==> src/rtl/pyramid_scan_sequencer.sv <==
// Sequencer for the Gaussian-pyramid blur datapath: per octave, raster-scans every pixel of every
// blur level, fetches the edge-clamped 3x3 kernel, hands it to the blur unit and writes the result back.
module pyramid_scan_sequencer #(
  parameter int unsigned BIT_DEPTH   = 8,
  parameter int unsigned IMG_W       = 128,
  parameter int unsigned NUM_OCTAVES = 4,
  parameter int unsigned NUM_BLURS   = 5,
  parameter int unsigned ADDR_W      = $clog2(2*IMG_W*IMG_W)
) (
  input  logic                   clk_in,
  input  logic                   rst_n_in,
  input  logic                   go_in,
  output logic                   rd_en_out,
  output logic [ADDR_W-1:0]      rd_addr_out,
  output logic [1:0]             rd_octave_out,
  input  logic [BIT_DEPTH-1:0]   pixel_in,
  output logic [3*BIT_DEPTH-1:0] row0_out,
  output logic [3*BIT_DEPTH-1:0] row1_out,
  output logic [3*BIT_DEPTH-1:0] row2_out,
  output logic                   kernel_valid_out,
  input  logic                   blur_valid_in,
  input  logic [BIT_DEPTH-1:0]   blur_pixel_in,
  output logic                   wr_en_out,
  output logic [ADDR_W-1:0]      wr_addr_out,
  output logic [BIT_DEPTH-1:0]   wr_data_out,
  output logic [2:0]             blur_level_out,
  output logic                   octave_done_out,
  output logic                   pyramid_done_out,
  output logic                   busy_out,
  output logic                   error_out
);

  localparam int unsigned XW         = $clog2(IMG_W);
  localparam int unsigned RW         = 3*BIT_DEPTH;
  localparam int unsigned FETCH_LAST = 10;
  localparam int unsigned TAP_LAST   = 8;

  typedef enum logic [2:0] {S_IDLE, S_FETCH, S_WAIT, S_WRITE, S_ADV} state_e;

  state_e            state_q, state_d;
  logic [3:0]        fcnt_q, fcnt_d;
  logic [XW-1:0]     x_q, x_d, y_q, y_d;
  logic [2:0]        lvl_q, lvl_d;
  logic [1:0]        oct_q, oct_d;
  logic              rd_en_q, rd_en_d, kv_q, kv_d, wr_en_q, wr_en_d;
  logic [ADDR_W-1:0] rd_addr_q, rd_addr_d, wr_addr_q, wr_addr_d;
  logic [1:0]        rd_oct_q, rd_oct_d;
  logic [RW-1:0]     row0_q, row0_d, row1_q, row1_d, row2_q, row2_d, cap_row;
  logic [BIT_DEPTH-1:0] wr_data_q, wr_data_d;
  logic [2:0]        blvl_q, blvl_d;
  logic              oct_done_q, oct_done_d, pyr_done_q, pyr_done_d;
  logic              busy_q, busy_d, err_q, err_d;
  logic [ADDR_W-1:0] w_cur, w_nxt, rx, ry;
  logic [3:0]        tap, cap;
  logic              x_last, y_last, lvl_last, oct_last, px_last;

  // Tap index 0..8 -> {row, col} of the 3x3 kernel, row-major.
  function automatic logic [3:0] tap_pos(input logic [3:0] idx);
    if (idx < 4'd3)      return {2'd0, idx[1:0]};
    else if (idx < 4'd6) return {2'd1, 2'(idx - 4'd3)};
    else                 return {2'd2, 2'(idx - 4'd6)};
  endfunction

  // Neighbour coordinate for kernel offset k (0:-1, 1:0, 2:+1), saturated to [0, w-1].
  function automatic logic [ADDR_W-1:0] clamp_step(input logic [ADDR_W-1:0] v, input logic [1:0] k,
                                                   input logic [ADDR_W-1:0] w);
    case (k)
      2'd0:    return (v == '0) ? v : v - ADDR_W'(1);
      2'd2:    return (v == w - ADDR_W'(1)) ? v : v + ADDR_W'(1);
      default: return v;
    endcase
  endfunction

  assign w_cur    = ADDR_W'(IMG_W) >> oct_q;
  assign x_last   = (ADDR_W'(x_q) == w_cur - ADDR_W'(1));
  assign y_last   = (ADDR_W'(y_q) == w_cur - ADDR_W'(1));
  assign lvl_last = (lvl_q == 3'(NUM_BLURS - 1));
  assign oct_last = (oct_q == 2'(NUM_OCTAVES - 1));
  assign px_last  = x_last & y_last & lvl_last;

  always_ff @(posedge clk_in or negedge rst_n_in) begin : state_reg
    if (!rst_n_in) state_q <= S_IDLE;
    else           state_q <= state_d;
  end

  always_comb begin : next_state
    state_d = state_q;
    unique case (state_q)
      S_IDLE:  if (go_in) state_d = S_FETCH;
      S_FETCH: if (fcnt_q == 4'(FETCH_LAST)) state_d = S_WAIT;
      S_WAIT:  if (blur_valid_in) state_d = S_WRITE;
      S_WRITE: state_d = S_ADV;
      S_ADV:   state_d = px_last ? S_IDLE : S_FETCH;
      default: state_d = S_IDLE;
    endcase
  end

  always_comb begin : outputs
    fcnt_d = '0;
    x_d = x_q; y_d = y_q; lvl_d = lvl_q; oct_d = oct_q;
    row0_d = row0_q; row1_d = row1_q; row2_d = row2_q;
    cap = '0; cap_row = '0;
    wr_addr_d = wr_addr_q; wr_data_d = wr_data_q; blvl_d = blvl_q;
    pyr_done_d = pyr_done_q;

    if (state_q == S_FETCH && state_d == S_FETCH) fcnt_d = fcnt_q + 4'd1;

    if (state_q == S_ADV) begin
      if (!x_last) x_d = x_q + XW'(1);
      else begin
        x_d = '0;
        if (!y_last) y_d = y_q + XW'(1);
        else begin
          y_d = '0;
          if (!lvl_last) lvl_d = lvl_q + 3'd1;
          else begin
            lvl_d = '0;
            oct_d = oct_last ? 2'd0 : oct_q + 2'd1;
          end
        end
      end
    end

    // Read address is launched one cycle ahead, so it is built from the next-cycle counters.
    w_nxt     = ADDR_W'(IMG_W) >> oct_d;
    tap       = tap_pos(fcnt_d);
    rx        = clamp_step(ADDR_W'(x_d), tap[1:0], w_nxt);
    ry        = clamp_step(ADDR_W'(y_d), tap[3:2], w_nxt);
    rd_en_d   = (state_d == S_FETCH) && (fcnt_d <= 4'(TAP_LAST));
    rd_addr_d = rd_addr_q;
    if (rd_en_d) rd_addr_d = (lvl_d[0] ? w_nxt * w_nxt : '0) + ry * w_nxt + rx;
    rd_oct_d  = oct_d;

    // Read data returns two cycles after its request; drop it into the matching kernel slot.
    if (state_q == S_FETCH && fcnt_q >= 4'd2) begin
      cap = tap_pos(fcnt_q - 4'd2);
      cap_row = (cap[3:2] == 2'd0) ? row0_q : (cap[3:2] == 2'd1) ? row1_q : row2_q;
      case (cap[1:0])
        2'd0:    cap_row[RW-1 -: BIT_DEPTH]          = pixel_in;
        2'd1:    cap_row[2*BIT_DEPTH-1 -: BIT_DEPTH] = pixel_in;
        default: cap_row[BIT_DEPTH-1:0]              = pixel_in;
      endcase
      case (cap[3:2])
        2'd0:    row0_d = cap_row;
        2'd1:    row1_d = cap_row;
        default: row2_d = cap_row;
      endcase
    end

    kv_d    = (state_q == S_FETCH) && (state_d == S_WAIT);
    wr_en_d = (state_q == S_WAIT) && blur_valid_in;
    if (wr_en_d) begin
      wr_addr_d = (lvl_q[0] ? '0 : w_cur * w_cur) + ADDR_W'(y_q) * w_cur + ADDR_W'(x_q);
      wr_data_d = blur_pixel_in;
      blvl_d    = lvl_q;
    end

    oct_done_d = (state_q == S_WRITE) && px_last;
    if (state_q == S_IDLE && go_in)                      pyr_done_d = 1'b0;
    else if (state_q == S_WRITE && px_last && oct_last)  pyr_done_d = 1'b1;

    busy_d = (state_d != S_IDLE);
    err_d  = err_q | (blur_valid_in & (state_q != S_WAIT));
  end

  always_ff @(posedge clk_in or negedge rst_n_in) begin : datapath
    if (!rst_n_in) begin
      fcnt_q <= '0; x_q <= '0; y_q <= '0; lvl_q <= '0; oct_q <= '0;
      rd_en_q <= 1'b0; rd_addr_q <= '0; rd_oct_q <= '0;
      row0_q <= '0; row1_q <= '0; row2_q <= '0; kv_q <= 1'b0;
      wr_en_q <= 1'b0; wr_addr_q <= '0; wr_data_q <= '0; blvl_q <= '0;
      oct_done_q <= 1'b0; pyr_done_q <= 1'b0; busy_q <= 1'b0; err_q <= 1'b0;
    end else begin
      fcnt_q <= fcnt_d; x_q <= x_d; y_q <= y_d; lvl_q <= lvl_d; oct_q <= oct_d;
      rd_en_q <= rd_en_d; rd_addr_q <= rd_addr_d; rd_oct_q <= rd_oct_d;
      row0_q <= row0_d; row1_q <= row1_d; row2_q <= row2_d; kv_q <= kv_d;
      wr_en_q <= wr_en_d; wr_addr_q <= wr_addr_d; wr_data_q <= wr_data_d; blvl_q <= blvl_d;
      oct_done_q <= oct_done_d; pyr_done_q <= pyr_done_d; busy_q <= busy_d; err_q <= err_d;
    end
  end

  assign rd_en_out        = rd_en_q;
  assign rd_addr_out      = rd_addr_q;
  assign rd_octave_out    = rd_oct_q;
  assign row0_out         = row0_q;
  assign row1_out         = row1_q;
  assign row2_out         = row2_q;
  assign kernel_valid_out = kv_q;
  assign wr_en_out        = wr_en_q;
  assign wr_addr_out      = wr_addr_q;
  assign wr_data_out      = wr_data_q;
  assign blur_level_out   = blvl_q;
  assign octave_done_out  = oct_done_q;
  assign pyramid_done_out = pyr_done_q;
  assign busy_out         = busy_q;
  assign error_out        = err_q;

endmodule

==> config.mk <==
export PLATFORM = sky130hd
export DESIGN_NAME = pyramid_scan_sequencer
export DESIGN_NICKNAME = d
export VERILOG_FILES = /design/src/rtl/pyramid_scan_sequencer.sv
export SDC_FILE = /design/constraint.sdc
export NUM_CORES = 1
export LEC_CHECK = 0
export BUFFER_PORTS_ARGS = -buffer_cell sky130_fd_sc_hd__buf_2
export CAP_MARGIN = 25
export CORE_MARGIN = 1
export CORE_UTILIZATION = 30
export CTS_BUF_LIST = sky130_fd_sc_hd__clkbuf_8
export DETAILED_ROUTE_END_ITERATION = 8
export GPL_ROUTABILITY_DRIVEN = 0
export PLACE_DENSITY = 0.44
export SLEW_MARGIN = 20
export SYNTH_ARGS = -nofsm -noshare
export SYNTH_HDL_FRONTEND = slang
export SYNTH_SLANG_ARGS = --single-unit
==> constraint.sdc <==
create_clock -name clk_in -period 11.9 [get_ports clk_in]
set_input_delay 0.595 -clock clk_in [delete_from_list [all_inputs] [get_ports clk_in]]
set_output_delay 0.595 -clock clk_in [all_outputs]
set_load 0.02 [all_outputs]
Yosys cells after proc, flatten, opt, wreduce, memory -nomap -nowiden
Cells that the tools add are included.
Operators by class
  shift operators: 2
  multiplexer cells: 40
  bitwise gates (word level): 5
  $add $sub $neg: 20
  magnitude comparators: 6
  reduce and logical (&&, ||, !) cells: 23
  $mul: 4
  equality and inequality tests: 18
Operator list (number)
  equality test 7 x 15 -> 1 bit: 4
  two-way mux 15 bit: 4
  one-hot mux 15 bit (2 select lines): 2
  two-way mux 24 bit: 2
  adder 15 bit: 3
  multiplier 15 x 15 -> 15 bit: 3
  two-way mux 8 bit: 5
  two-way mux 7 bit: 5
  >> shifter 8 x 2 -> 15 bit, first input constant: 2
  subtractor 15 x 1 -> 15 bit, second input constant: 2
  two-way mux 4 bit: 6
  adder 7 x 1 -> 8 bit, second input constant: 2
  subtractor 7 x 1 -> 8 bit, second input constant: 2
  adder 15 x 7 -> 15 bit: 1
  multiplier 7 x 15 -> 15 bit: 1
  one-hot mux 3 bit (5 select lines): 1
  adder 7 x 1 -> 7 bit, second input constant: 2
  logical NOT 7 bit: 2
  two-way mux 3 bit: 4
  two-way mux 2 bit: 5
  equality test 3 x 2 -> 1 bit, second input constant: 3
  logical AND 1 bit: 8
  logical NOT 2 bit: 4
  less-than comparator 4 x 2 -> 1 bit, second input constant: 2
  24 further kinds: 43
Storage, ports and cells
  word-level logic and storage cells: 139
  output and inout bits: 122
  bits in registers: 146
  input port bits: 20

Longest topological paths before layout
  depth after elaboration: 18
  depth in mapped cells: 38
  mapped depth without buffers: 36

Worst setup path after synthesis
No wires, ideal clock.
  path kind: reg-to-reg
  from: reg rd_octave_out[0] (netlist name)
  to: reg rd_addr_q[14] (netlist: rd_addr_out[14])
  data required time: 11820 ps
  clock period less this slack: 8902 ps
  setup slack: 2998 ps
  arrival: 8822 ps
  stages on the path, launching flop included: 35
  buffers on the path: 2
  setup time: 80 ps
  cell sequence: dfrtp_1 ha_1 clkbuf_1 inv_1 ha_1 nor2_1 o2111ai_2 o31ai_1 o22a_1 clkbuf_1 inv_1 ha_1 xnor3_1 and4_1 a31oi_1 nand2_1 a211oi_1 a211oi_1 ha_1 ha_1 fa_1 ha_1 inv_1 fa_1 inv_1 fa_1 ha_1 inv_1 o21bai_1 a21o_1 a21oi_1 o21ai_0 xor3_2 or3_1 o211ai_2
RTL lines
  end signal, assigned: RTL line 175  | rd_en_q <= rd_en_d; rd_addr_q <= rd_addr_d; rd_oct_q <= rd_oct_d;
  end, declared: RTL line 46  | logic [ADDR_W-1:0] rd_addr_q, rd_addr_d, wr_addr_q, wr_addr_d;

==> out/results.ini <==
[grt]
grt_max_degree=76
grt_pass1_vias=8884
grt_antenna_before_repair=0
grt_pass1_wl_mm=49.7
grt_usage=0.164
gr-total-overflow=0

[clock_network]
clock_path_buffers=2
clock-sinks=146
clk_pin_slew_worst_paths_ns=0.09
clockRootBuffer=clkbuf_8
post_cts_buffers=0
tritoncts.num_buffers=17
cts-resized-gates=0
htree_levels=4
clk-insertion-delay-late_ns=0.46
ctsHoldBuffers=0
cts_tree=done

[critical_path]
crit_type=register to register
crit_path_start_kind=register
cpPeakStageDelay_ns=0.71
critPathRequiredTime_ns=12.29
path_buf_inv=5
cpMostUsedCell=ha_1
crit_fanout=17
worst_setup_path_end_kind=register
cp_data_arrival_time_ns=10.66
path_delay_family=adder cells
slowest_stage=a21oi_1

[synthesis]
synth_compound_area_frac=0.140
synth_xor_area_frac=0.0469
yosysUniqueCellTypes=84
postSynthCellCount=1228
synth_seq_area_share=0.323
synth_top_family_by_area=adder cells
async_flop_share=1.00
ys.flop_type=dfrtp_1
yosys.area.top_type_share=0.323
synth_warnings=0
synth_area_mm2=0.0113
synth_seq_cells=146
synth_area_per_cell_um2=9.20
synth_enable_flop_cells=0
synth_top_area_cell=dfrtp_1
synthMuxAreaShare=0.0554
synth-simple-area-share=0.160
synth_adder_area_share=0.215
synth_area_leaders=dfrtp_1 (32%), ha_1 (15%), fa_1 (6.9%)

[place]
io_buffers=141
dpl-instance-area_mm2=0.0125
post-dp-hpwl_mm=22.8

[floorplanning]
start_util=0.307
rows=70
core_mm2=0.0368
num_io_pins=142
die_h_um=196
dieArea_mm2=0.0384
dieWidth_um=196

[detailed_routing]
wire_per_inst_um=16.7
drc=0
drtAntennaViolNets=0
vias=8922
drtPass1Iterations=6
routed_wl_mm=30.5
via_per_inst=4.87
drt_iter0_markers=468

[timing]
grt_setup_unrepaired=false
max_freq_mhz=97.3
setup_viol=0
tightest_slew_ns=0.910
post-route-min-period_ns=10.28
fin_skew_ns=0.0169
hold_viol=0
setup_tns_ns=0
maxSlewHeadroom=0.393
period_share=0.864
slew_violations=0

[layout]
stdcell_area_mm2=0.0130
area_growth_pct=14.8
final_layout_size_suffix_gt1_frac=0.191
post-route-util=0.353
diodes=0
layout.nets=1543

[power_and_ir_drop]
p_per_area_mw_per_mm2=245
max-vdd-ir-drop_mv=0.224
p_leak_nw=6.70

[worst_hold_path]
hold_class=input pin to async pin

[run]
drv_cap=0

[run_status]
status=finished, final reports clean

-- per-stage QoR --
step / hold WS [ns] / setup WS (ns) / std cells / power, W
floorplan: 0.299 / 3.00 / 1232 / 0.00218
finish: 0.177 / 1.62 / 1832 / 0.00318
detailed placement: 0.459 / 1.69 / 1800 / 0.00274
global route: 0.199 / 0.808 / 1832 / 0.00347
global placement: 0.453 / 2.01 / 1800 / 0.00273
CTS: 0.186 / 1.64 / 1831 / 0.00322
-- cell usage in the layout, fill, tap and decap left out, types with 6 or more instances in the layout --
cell,Yosys,layout
nand3_1,21,21
clkbuf_8,0,19
buf_4,0,12
nor3_1,12,12
xnor2_1,41,41
nand2b_1,7,7
nor2_1,82,80
xor2_1,14,14
buf_2,6,140
fa_1,39,39
mux2i_1,6,6
ha_1,132,132
nand2_1,184,184
a22oi_1,28,28
dfrtp_1,146,146
and2_1,23,23
o21bai_1,8,8
a211oi_1,10,10
a31oi_1,23,23
a21o_1,7,7
and3_1,16,16
o21ai_0,63,63
a21oi_1,35,35
mux2_2,49,49
inv_1,116,119
-- sequential cells by signal, summed over array words and instances, names as in the netlist --
name,flops
blur_level_out,3
octave_done_out,1
busy_out,1
wr_en_out,1
x_q,7
state_q,3
rd_en_out,1
fcnt_q,4
rd_addr_out,15
row0_out,24
wr_addr_out,15
y_q,7
error_out,1
pyramid_done_out,1
wr_data_out,8
rd_octave_out,2
row2_out,24
lvl_q,3
row1_out,24
kernel_valid_out,1
-- routing by layer --
metal / vias up / track usage / wire [um]
met3: 15 / 0.0275 / 1170
met1: 4274 / 0.241 / 15500
met4: 0 / 0.0359 / 314
met5: - / 0 / 0
met2: 179 / 0.251 / 13500
li1: 4454 / - / -
-- cell families (layout without fill, tap and decap cells) --
group | after synthesis | count (layout)
mux | 56 | 56
compound gates | 234 | 234
flops | 146 | 146
simple gates | 391 | 391
buf+inv | 172 | 304
other cells | 1 | 5
xor+xnor | 57 | 57
fa+ha+maj | 171 | 171
-- area by class of cell --
cell class | count | area (um^2)
well taps | 468 | 586
inverters | 119 | 447
clock buffers | 19 | 262
multi-input cells | 914 | 7010
repair buffers | 154 | 822
fillers | 3808 | 23800
clock inverters | 12 | 190
flip-flops and latches | 146 | 3650
-- cells in the mapped netlist (3+ instances only) --
| cell type | n |
|---|---|
| a21o_1 | 7 |
| xnor2_1 | 41 |
| nand4_1 | 5 |
| buf_2 | 6 |
| nor2b_1 | 5 |
| a21boi_0 | 3 |
| nand2_1 | 184 |
| o21bai_1 | 8 |
| a22oi_1 | 28 |
| xor2_1 | 14 |
| and3_1 | 16 |
| and4_1 | 4 |
| o22ai_1 | 3 |
| o31ai_1 | 5 |
| dfrtp_1 | 146 |
| or2_2 | 4 |
| mux2_2 | 49 |
| fa_1 | 39 |
| and2_1 | 23 |
| a211o_1 | 4 |
| nand3_1 | 21 |
| nor2_1 | 82 |
| or3_1 | 5 |
| nand2b_1 | 7 |
| clkbuf_1 | 44 |
| o21ai_0 | 63 |
| nor3_1 | 12 |
| o41ai_1 | 3 |
| o211ai_1 | 4 |
| or4_1 | 3 |
| o21ai_1 | 7 |
| a21oi_1 | 35 |
| nor4_1 | 4 |
| a31oi_1 | 23 |
| mux2i_1 | 6 |
| a211oi_1 | 10 |
| inv_1 | 116 |
| ha_1 | 132 |
-- worst paths after layout --
check                                      startpoint  slack [ns]  depth (start not counted)                     endpoint
setup / recovery           rd_octave_out[0]$_DFF_PN0_        1.62                         34  rd_addr_out[14]$_DFFE_PN0P_
hold / removal                               rst_n_in        0.18                          1             x_q[1]$_DFF_PN0_
setup reg to reg           rd_octave_out[0]$_DFF_PN0_        1.62                         34  rd_addr_out[14]$_DFFE_PN0P_
hold reg to reg            wr_data_out[2]$_DFFE_PN0P_        0.47                          2   wr_data_out[2]$_DFFE_PN0P_
max in group asynchronous                    rst_n_in       10.52                          3   wr_addr_out[6]$_DFFE_PN0P_
min in group clk_in                  blur_pixel_in[2]        0.32                          3   wr_data_out[2]$_DFFE_PN0P_
-- report_power, final --
group / switching [W] / total [W] / internal [W]
sequential: 0.000129 / 0.000806 / 0.000678
clock: 0.000200 / 0.000457 / 0.000257
combinational: 0.00121 / 0.00191 / 0.000703
Note: power is estimated with default switching activity, not from simulation.
